`config.mk`:
```
export PLATFORM = sky130hd
export DESIGN_NAME = fifo_wr_arbiter
export DESIGN_NICKNAME = d
export VERILOG_FILES = /design/src/rtl/fifo_arb_pkg.sv /design/src/rtl/rr_picker.sv /design/src/rtl/fifo_wr_arbiter.sv
export SDC_FILE = /design/constraint.sdc
export NUM_CORES = 1
export LEC_CHECK = 0
export CORE_ASPECT_RATIO = 0.75
export CORE_MARGIN = 2
export CORE_UTILIZATION = 39
export CTS_BUF_LIST = sky130_fd_sc_hd__clkbuf_4 sky130_fd_sc_hd__clkbuf_8
export DETAILED_ROUTE_END_ITERATION = 8
export GPL_TIMING_DRIVEN = 0
export PLACE_DENSITY_LB_ADDON = 0.08
export SYNTH_ARGS = -nofsm -noshare
export SYNTH_HDL_FRONTEND = slang
export SYNTH_SLANG_ARGS = --single-unit
```
`constraint.sdc`:
```
create_clock -name clk -period 2.8 [get_ports clk]
set_clock_uncertainty 0.05 [all_clocks]
set_input_delay 0.42 -clock clk [delete_from_list [all_inputs] [get_ports clk]]
set_output_delay 0.42 -clock clk [all_outputs]
set_load 0.1 [all_outputs]
```
`src/rtl/fifo_arb_pkg.sv`:
```
// fifo_arb_pkg: shared state encoding, default sizing and index-width helper for fifo_wr_arbiter
package fifo_arb_pkg;
    typedef enum logic {IDLE, GRANT} arb_state_e;
    localparam int DEF_NUM_REQ    = 4;
    localparam int DEF_DATA_WIDTH = 8;
    localparam int DEF_MAX_BURST  = 4;
    function automatic int idx_width(input int n);
        return n > 1 ? $clog2(n) : 1;
    endfunction
endpackage

```
`src/rtl/rr_picker.sv`:
```
// rr_picker: combinational round-robin search for the first valid requester after last_grant
//   valid_i      requester valid vector
//   last_grant_i index of the previous winner; search starts one above it and wraps
//   winner_o     chosen index (0 when nothing is valid)
//   any_valid_o  high when at least one requester is valid
module rr_picker #(
    parameter int N  = 4,
    parameter int GW = 2
) (
    input  logic [N-1:0]  valid_i,
    input  logic [GW-1:0] last_grant_i,
    output logic [GW-1:0] winner_o,
    output logic          any_valid_o
);
    assign any_valid_o = |valid_i;
    // Scan offsets from farthest to nearest so the nearest valid requester is the one left standing
    always_comb begin
        winner_o = '0;
        for (int k = N; k >= 1; k--)
            if (valid_i[(int'(last_grant_i) + k) % N])
                winner_o = GW'((int'(last_grant_i) + k) % N);
    end
endmodule

```
`src/rtl/fifo_wr_arbiter.sv`:
```
// fifo_wr_arbiter: round-robin burst arbiter sharing one FIFO write port among NUM_REQ requesters
//   clk, rst_n  clock (FIFO write clock) and asynchronous active-low reset
//   req_valid   per-requester word valid
//   req_data    packed words, requester i in [i*DATA_WIDTH +: DATA_WIDTH]
//   req_ready   per-requester accept, only the owner's bit can be high
//   fifo_full   FIFO full flag
//   fifo_w_en   FIFO write enable
//   fifo_wdata  FIFO write data
//   grant_id    current (or most recent) owner
//   busy        high while a grant is held
module fifo_wr_arbiter
    import fifo_arb_pkg::*;
#(
    parameter int NUM_REQ    = DEF_NUM_REQ,
    parameter int DATA_WIDTH = DEF_DATA_WIDTH,
    parameter int MAX_BURST  = DEF_MAX_BURST
) (
    input  logic                          clk,
    input  logic                          rst_n,
    input  logic [NUM_REQ-1:0]            req_valid,
    input  logic [NUM_REQ*DATA_WIDTH-1:0] req_data,
    output logic [NUM_REQ-1:0]            req_ready,
    input  logic                          fifo_full,
    output logic                          fifo_w_en,
    output logic [DATA_WIDTH-1:0]         fifo_wdata,
    output logic [idx_width(NUM_REQ)-1:0] grant_id,
    output logic                          busy
);
    localparam int GW = idx_width(NUM_REQ);
    localparam logic [3:0] LAST_BEAT = 4'(MAX_BURST - 1);
    arb_state_e    state_q, state_d;
    logic [GW-1:0] grant_q, grant_d;
    logic [GW-1:0] last_q, last_d;
    logic [3:0]    beat_q, beat_d;
    logic [GW-1:0] winner;
    logic          any_valid;
    logic          owner_valid;
    rr_picker #(.N(NUM_REQ), .GW(GW)) u_pick (
        .valid_i      (req_valid),
        .last_grant_i (last_q),
        .winner_o     (winner),
        .any_valid_o  (any_valid)
    );
    assign owner_valid = req_valid[grant_q];
    assign grant_id    = grant_q;
    assign busy        = state_q == GRANT;
    always_ff @(posedge clk or negedge rst_n) begin
        if (!rst_n) begin
            state_q <= IDLE;
            grant_q <= '0;
            last_q  <= GW'(NUM_REQ - 1);
            beat_q  <= '0;
        end else begin
            state_q <= state_d;
            grant_q <= grant_d;
            last_q  <= last_d;
            beat_q  <= beat_d;
        end
    end
    always_comb begin
        state_d    = state_q;
        grant_d    = grant_q;
        last_d     = last_q;
        beat_d     = beat_q;
        req_ready  = '0;
        fifo_w_en  = 1'b0;
        fifo_wdata = '0;
        if (state_q == IDLE) begin
            // The arbitration cycle itself never transfers; the winner starts writing next cycle
            if (any_valid) begin
                state_d = GRANT;
                grant_d = winner;
                last_d  = winner;
                beat_d  = '0;
            end
        end else begin
            req_ready[grant_q] = !fifo_full;
            fifo_w_en          = owner_valid & !fifo_full;
            fifo_wdata         = req_data[grant_q*DATA_WIDTH +: DATA_WIDTH];
            // A dropped owner releases even while full; a full FIFO with a valid owner just stalls
            if (!owner_valid)
                state_d = IDLE;
            else if (fifo_w_en) begin
                beat_d = beat_q + 4'd1;
                if (beat_q == LAST_BEAT)
                    state_d = IDLE;
            end
        end
    end
endmodule

```
==> results of run 1 <==
[synth_stat cells (2+ instances only)]
master    instances
inv_1             2
and2_1            8
mux4_2            8
o21ai_0           4
dfstp_2           2
dfrtp_1           7
nor2_1            7
a21oi_1           4
mux2i_1           5
nand2_1          12
clkbuf_1          2
nand2b_1          2
[cell type report]
| cell class | count | area [um2] |
|---|---|---|
| Inverter | 2 | 7.51 |
| Clock inverter | 1 | 5.00 |
| Clock buffer | 3 | 22.5 |
| Multi-Input combinational cell | 65 | 547 |
| Fill cell | 156 | 577 |
| Tap cell | 24 | 30.0 |
| Timing Repair Buffer | 54 | 531 |
| Sequential cell | 9 | 230 |
| Buffer | 3 | 12.5 |
[how the worst min path moves through the flow]
stage               cells after the start        end  slack [ns]
finish                                  1  beat_q[1]        0.40
global route                            1  beat_q[1]        0.42
CTS                                     1  beat_q[1]        0.41
detailed placement                      1  beat_q[3]        0.43
global placement                        1  beat_q[3]        0.41
floorplan                               0  beat_q[0]        0.07
[cells in the final DEF (no fill, tap or decap), drive strengths merged, types with 2 or more instances in the layout]
master | Yosys | layout
clkdlybuf4s15 | 0 | 7
clkdlybuf4s50 | 0 | 41
and2 | 8 | 8
nand2 | 12 | 12
nand2b | 2 | 2
dfrtp | 7 | 7
a21o | 2 | 2
a21oi | 4 | 4
dlygate4sd2 | 0 | 3
nor2 | 7 | 7
mux4 | 8 | 8
dfstp | 2 | 2
mux2i | 5 | 5
inv | 2 | 2
clkbuf | 2 | 8
o21ai | 4 | 4
[through the flow]
step,hold slack [ns],util (%),std cells,setup slack (ns),setup TNS (ns)
4_1_cts,0.406,71.2,161,-0.113,-0.113
3_3_place_gp,0.414,69.7,157,-0.319,-1.26
5_1_grt,0.416,70.6,161,0.0275,0
2_1_floorplan,0.0744,-,79,-0.384,-1.30
6_report,0.399,70.6,161,0.0993,0
3_5_place_dp,0.430,69.7,157,-0.322,-1.50
[sequential cells by signal, summed over array words and instances (netlist names)]
name,cells
busy,1
grant_id,2
last_q,2
beat_q,4
[routing by layer]
layer | vias up | share of wire, % | routed length [um] | GRT usage [%]
met1 | 417 | 41 | 960 | 26.7
met5 | - | 0 | 0 | 0
met3 | 0 | 7.5 | 177 | 8.23
li1 | 415 | - | - | -
met4 | 0 | 0 | 0 | 1.43
met2 | 34 | 52 | 1220 | 39.1
[worst register-to-register path: stages, from the launching register on]
cell and delay [ns]:
dfrtp_1 0.41, ha_1 0.18, or4b_2 0.59, a41o_1 0.23
[cell families after synthesis]
group / share of synthesized area, %
AO/OA/AOI/OAI: 14.8
AND/OR/NAND/NOR: 23.5
adder cells (fa/ha/maj): 1.57
buffers and inverters: 2.52
multiplexers: 29.0
flip-flops: 28.7
[repair_timing]
action,CTS,global route
hold buffers,0,0
resized for setup,27,6
setup endpoints to repair,13,3
==> results.md, run 1 <==
- Once the floorplan was initialized, standard cells occupied 40.5% of the core.
- After global routing the overflow that remains totals 0.
- The critical path contains buffers and inverters numbering 2 combined.
- The boundary pin count is 55.
- The count of inserted antenna diode cells is 0.
- The final period utilization is 96.5%.
- Across all register-to-register paths, the minimum setup slack is 1.22 ns.
- The floorplan step defined a core boundary enclosing 1960 um2.
- The first-pass GRT wire length is 4130 um.
- The yosys synthesis warning count is 0.
- Counting buffers and inverters, the worst setup path is 4 cells deep.
- The cell family contributing the most delay on the critical path is buffers and inverters.
- The terminus of the critical flop-to-flop path is busy.
- In this run the remaining antenna-violating nets after routing total 0.
- Setup repair after global routing left no endpoint under its margin.
- The biggest area contributor in the post-synthesis netlist is mux4_2.
- Measured against its own limit, the worst slew margin works out to 34.9%.
- In this run the worst path has a maximum fanout of 3.
- Detailed routing inserted a total of 866 vias.
- The relative area change from synthesis to final layout is 74.3%.
- The vias per cell is 5.38.
- The die outline area is 2420 um2.
- For the worst setup path, the data required time is 2.33 ns.
- For the pin with the worst max-slew slack, the measured transition is between 0.9 and 1 ns.
- STA classifies the critical path endpoint as an output pin.
- STA puts the critical path data arrival time at 2.23 ns.
- The total DRC errors in the routed layout is 0.
- The detailed-routing iteration count for the pre-antenna-repair pass is 4.
- The count of buffers added by post-CTS timing repair for setup is 0.
- The maximum clock path buffer count is 2.
- The clock-pin slew on the worst setup and hold paths is 0.07 ns.
- The path class of the tightest hold or removal check is in2async.
- The critical path launch point type is an input pin.
- Detailed placement finished with a half-perimeter wire length of 1960 um.
- The flow ran to the end, and the final reports show no timing, DRC or antenna violations.
- TritonCTS built the clock tree.
- The number of hold-slack violations in the final timing report is 0.
- The average routed wire per standard cell is about 15 um.
- The total non-filler cell area in the finished layout is 1390 um2.
- Entering global routing, the biggest net connects 11 pins.
- The placed cell area is around 1400 um2.
- Dividing the synthesized area by the synthesized cell count gives 10.1 um2.
- The number of max-slew violations in the final report is 0.
- The mapped netlist covers 795 um2.
- After synthesis, the share of flip-flops with an asynchronous set or reset is 100%.
- The floorplan has 14 rows.
- In this run the tool buffered the top-level ports with 54 buffer cells.
- The initial DRC count is 21.
- The max-capacitance violation count is 0.
- Traced cell by cell, the critical path runs through clkdlybuf4s50_1, or3b_4, nor2_1, dlygate4sd2_1.
- The congestion estimate from routability-driven global placement came to a little over 0.8.
- The via count of the first global-routing pass came to 911.
- The top cell type by area accounts for 22.7% of the synthesized area.
- Clock tree synthesis selected as its root buffer the cell clkbuf_4.
- Sorting the synthesized cells by area gives the leading types as mux4_2 (23%), dfrtp_1 (22%), dfstp_2 (6.6%), and2_1 (6.3%), mux2i_1 (6.3%).
- In this run the vertical extent of the chip is between 40 and 50 um.
- The synthesized netlist cell count is a little under 80.
- Yosys mapped a number of flops with a built-in enable equal to 0.
- The length in cells of the worst reg-to-reg path is 3.
- The total global routing track utilization is ~22%.
- The total setup violations reported at the end of the flow is 0.
- The number of H-tree levels is 1.
- The share of synthesized area occupied by flip-flops and latches is 28.7%.
- The critical path class is in2out.
- CTS saw 9 sinks.
- The width of the die is 56.1 um.
- The final critical path time including I/O delays and setup is between 2 and 3 ns.
- The critical path ends at req_ready[0].
- Timing would allow up to 0.370 GHz.
- The number of antenna violations at the first check in global routing is 0.
- Summed over all layers, the routed wires come to 2360 um.
- The clock network latency to the later pin of the worst-skew pair is ~0.27 ns.
- The worst register-to-register path begins at beat_q[0].
- The layout net count is 178.
- The post-route netlist has 23.4% of its cells at a drive strength greater than 1.
- The number of nets handed over by synthesis was 119.
- The synthesized design contains 9 register bits.
- In this run the worst setup path begins at fifo_full.
- The number of buffers added by the clock tree synthesis step is 3.
- The number of unique standard cell types used by synthesis is 28.
- The worst stage delay on the critical path is 0.87 ns.
- The most common flop cell mapped by yosys is dfrtp_1.
- The critical path's slowest cell is dlygate4sd2_1.
Power of run 1 is left out: the tool's default activity adds up to more than one toggle a clock period on the data nets, which glitch-free logic cannot reach.
==> inputs of run 2 (changes only) <==
--- a/config.mk
+++ b/config.mk
@@ -11,6 +11,7 @@
 export CTS_BUF_LIST = sky130_fd_sc_hd__clkbuf_4 sky130_fd_sc_hd__clkbuf_8
 export DETAILED_ROUTE_END_ITERATION = 8
 export GPL_TIMING_DRIVEN = 0
+export HOLD_SLACK_MARGIN = 0.12
 export PLACE_DENSITY_LB_ADDON = 0.08
 export SYNTH_ARGS = -nofsm -noshare
 export SYNTH_HDL_FRONTEND = slang
==> results of run 2 <==
No change in the layout: final DEF, timing and power equal those of run 1.
Power of run 2 is left out for the same reason.
==> inputs of run 3 (changes only) <==
--- a/config.mk
+++ b/config.mk
@@ -5,9 +5,8 @@
 export SDC_FILE = /design/constraint.sdc
 export NUM_CORES = 1
 export LEC_CHECK = 0
-export CORE_ASPECT_RATIO = 0.75
 export CORE_MARGIN = 2
-export CORE_UTILIZATION = 39
+export CORE_UTILIZATION = 38
 export CTS_BUF_LIST = sky130_fd_sc_hd__clkbuf_4 sky130_fd_sc_hd__clkbuf_8
 export DETAILED_ROUTE_END_ITERATION = 8
 export GPL_TIMING_DRIVEN = 0
==> run 3 against run 2 <==
Net effect:
- non-clock buffer count unchanged
- fmax is 0.36% lower
- worst hold slack gained 0.012 ns
- sequential share of layout area shrank 0.19 points
- final cell count up 1.9%
- critical path depth stayed put
- global-route usage increased by 0.20 points
- via count down 2.1%
- critical endpoint unchanged
==> results.md, run 3 (synthesis gave the netlist of run 1 again) <==
- The run finished with clean final reports.
- The vertical die dimension is 49.7 um (+15%).
- The die outline area is 2470 um2 (+2.3%).
- The first-pass GRT wire length is 4170 um (+0.99%).
- The signal arrival time at the worst endpoint was 2.24 ns (about the same).
- The highest attainable clock frequency is 0.369 GHz (-0.36%).
- The total DRC errors in the routed layout is 0 (unchanged).
- In this run the power density over the cells is 1320 nW/um2.
- The flip-flop count of the largest register, all copies and words added is 4 (unchanged).
- The total non-filler cell area in the finished layout is 1400 um2 (+1.2%).
- The number of buffers added by the clock tree synthesis step is 3 (unchanged).
- The commonest non-fill, non-tap cell in the layout is clkdlybuf4s50_1.
- Counting flops per register, the top entry is beat_q.
- The final critical path time including I/O delays and setup is 2.71 ns (+0.00973 ns).
- TritonCTS built the clock tree.
- The global placer's final weighted congestion is 0.779 (-4.3%).
- The clock network latency to the later pin of the worst-skew pair was 0.25 ns (-0.02 ns).
- The boundary pin count is 55 (unchanged).
- The class of the tightest hold or removal check is in2async.
- The relative area change from synthesis to final layout is 76.4%.
- The total setup violations reported at the end of the flow came to 0 (unchanged).
- The routed wire length is 2520 um (+7.0%).
- The total congestion overflow is 0 (unchanged).
- The top cell types in the final layout, fill and taps aside, are clkdlybuf4s50_1 (41), nand2_1 (12), mux4_2 (8), and2_1 (8).
- The actual slew at the worst max-slew pin came to 0.987 ns (+0.0140 ns).
- The fraction of layout cells with a size suffix above 1 is 21.9% (-1.5 points).
- The maximum clock path buffer count is 2 (unchanged).
- The number of hold-slack violations in the final timing report is 0 (unchanged).
- The width of the die came to 49.7 um (-11%).
- The total global routing track utilization is 22.2% (+0.20 points).
- The hold slack is 0.412 ns (+0.0124 ns).
- The count of vias placed by the detailed router was 848 (-2.1%).
- The critical path required time is 2.33 ns (about the same).
- The end-of-flow core utilization came to 71.4% (+0.83 points).
- The buffer cell driving the clock tree root is clkbuf_4.
- The placed cell area is 1370 um2 (+0.27%).
- The average routed wire per standard cell is 15.4 um (+5.0%).
- Setup repair after global routing left no endpoint under its margin.
- The area inside the core boundary is 1960 um2 (unchanged).
- The analysis attributes to cell leakage a power of 0.587 nW.
- The vias per cell is 5.17 (-3.9%).
- The critical path is of the in2out type.
- The count of inserted antenna diode cells was 0 (unchanged).
- The quantity of hold-fixing buffers added after cts was 0 (unchanged).
- The clock-pin slew on the worst setup and hold paths is 0.06 ns (about the same).
- The layout net count was 178 (unchanged).
- The largest driver fanout on the critical path was 3 (unchanged).
- The CTS sink count is 9 (unchanged).
- The max-capacitance violation count is 0 (unchanged).
- The starting density of the core was 40.5% (unchanged).
- The number of antenna violations at the first check in global routing is 0 (unchanged).
- The detailed-routing iteration count for the pre-antenna-repair pass was 4 (unchanged).
- STA classifies the critical path endpoint as an output pin.
- The sum of net half-perimeters after detailed placement is 2170 um (+11%).
- The total power is 1.85 mW.
- The worst setup path is launched from an input pin.
- The number of antenna-violating nets in the routed design came to 0 (unchanged).
- The count of buffers inserted at the top-level ports is 54 (unchanged).
- The worst vdd rail ir drop is 798 uV.
- The number of max-slew violations in the final report is 0 (unchanged).
- The floorplan row count came to 16 (+2).
- The number of H-tree levels is 1 (unchanged).
- The initial DRC count is 11 (-48%).
- The via count of the first global-routing pass was 852 (-6.5%).
- The final period utilization is 96.8% (+0.35 points).
- The pin count of the biggest net entering global routing was 11 (unchanged).
- The relative slew slack is 34.5% (-0.47 points).
[run 3: cell types whose count changed in the layout (fill, tap and decap cells not counted), sizes merged]
cell and delta:
clkbuf -1, clkdlybuf4s15 +2, clkinv -1
[run 3: area by class of cell]
| class | instances | area (um2) |
|---|---|---|
| inverters | 2 | 7.51 |
| repair buffers | 54 | 541 |
| multi-input cells | 65 | 547 |
| clock buffers | 4 | 30.0 |
| fillers | 161 | 561 |
| plain buffers | 3 | 12.5 |
| flip-flops and latches | 9 | 230 |
| well taps | 27 | 33.8 |
[run 3: repair_timing]
action | CTS | global route
buffers inserted | 0 | 0
gates resized for setup | 27 | 4
endpoints found under the setup margin | 13 | 3
[run 3: stage by stage]
step,setup slack (ns),instances,TNS [ns]
final,0.0895,164,0
after global routing,0.00180,164,0
after CTS,-0.0449,164,-0.0449
after detailed placement,-0.318,160,-1.46
after global placement,-0.329,160,-1.23
after floorplan,-0.384,79,-1.30
[run 3: metal layers]
metal  vias to the layer above  GRT usage (%)  routed length, um
met5                         -              0                  0
met4                         0           4.17                  6
met3                         2           4.24                188
met2                        43           40.2               1290
met1                       392           27.4               1030
li1                        411              -                  -
[run 3: final timing paths]
| kind | start | end | slack, ns | cells after the start |
|---|---|---|---|---|
| max | fifo_full | req_ready[0] | 0.09 | 4 |
| min | rst_n | busy | 0.41 | 1 |
| max reg2reg | beat_q[0] | busy | 1.23 | 3 |
| min reg2reg | beat_q[3] | beat_q[3] | 0.43 | 1 |
| max in group asynchronous | rst_n | last_q[0] | 1.97 | 1 |
| min in group clk | beat_q[3] | beat_q[3] | 0.43 | 1 |
[run 3: power by group]
| part | total (mW) | switching (mW) | internal [mW] |
|---|---|---|---|
| Clock | 0.104 | 0.0393 | 0.0642 |
| Sequential | 0.266 | 0.0698 | 0.196 |
| Combinational | 1.48 | 1.06 | 0.417 |
| Total | 1.85 | 1.17 | 0.677 |
[run 3: critical path, cell delays in order]
cell and delay, ns:
clkdlybuf4s50_1 0.44, or3b_4 0.41, nor2_1 0.09, dlygate4sd2_1 0.88
Power figures use the tool's default switching activity.
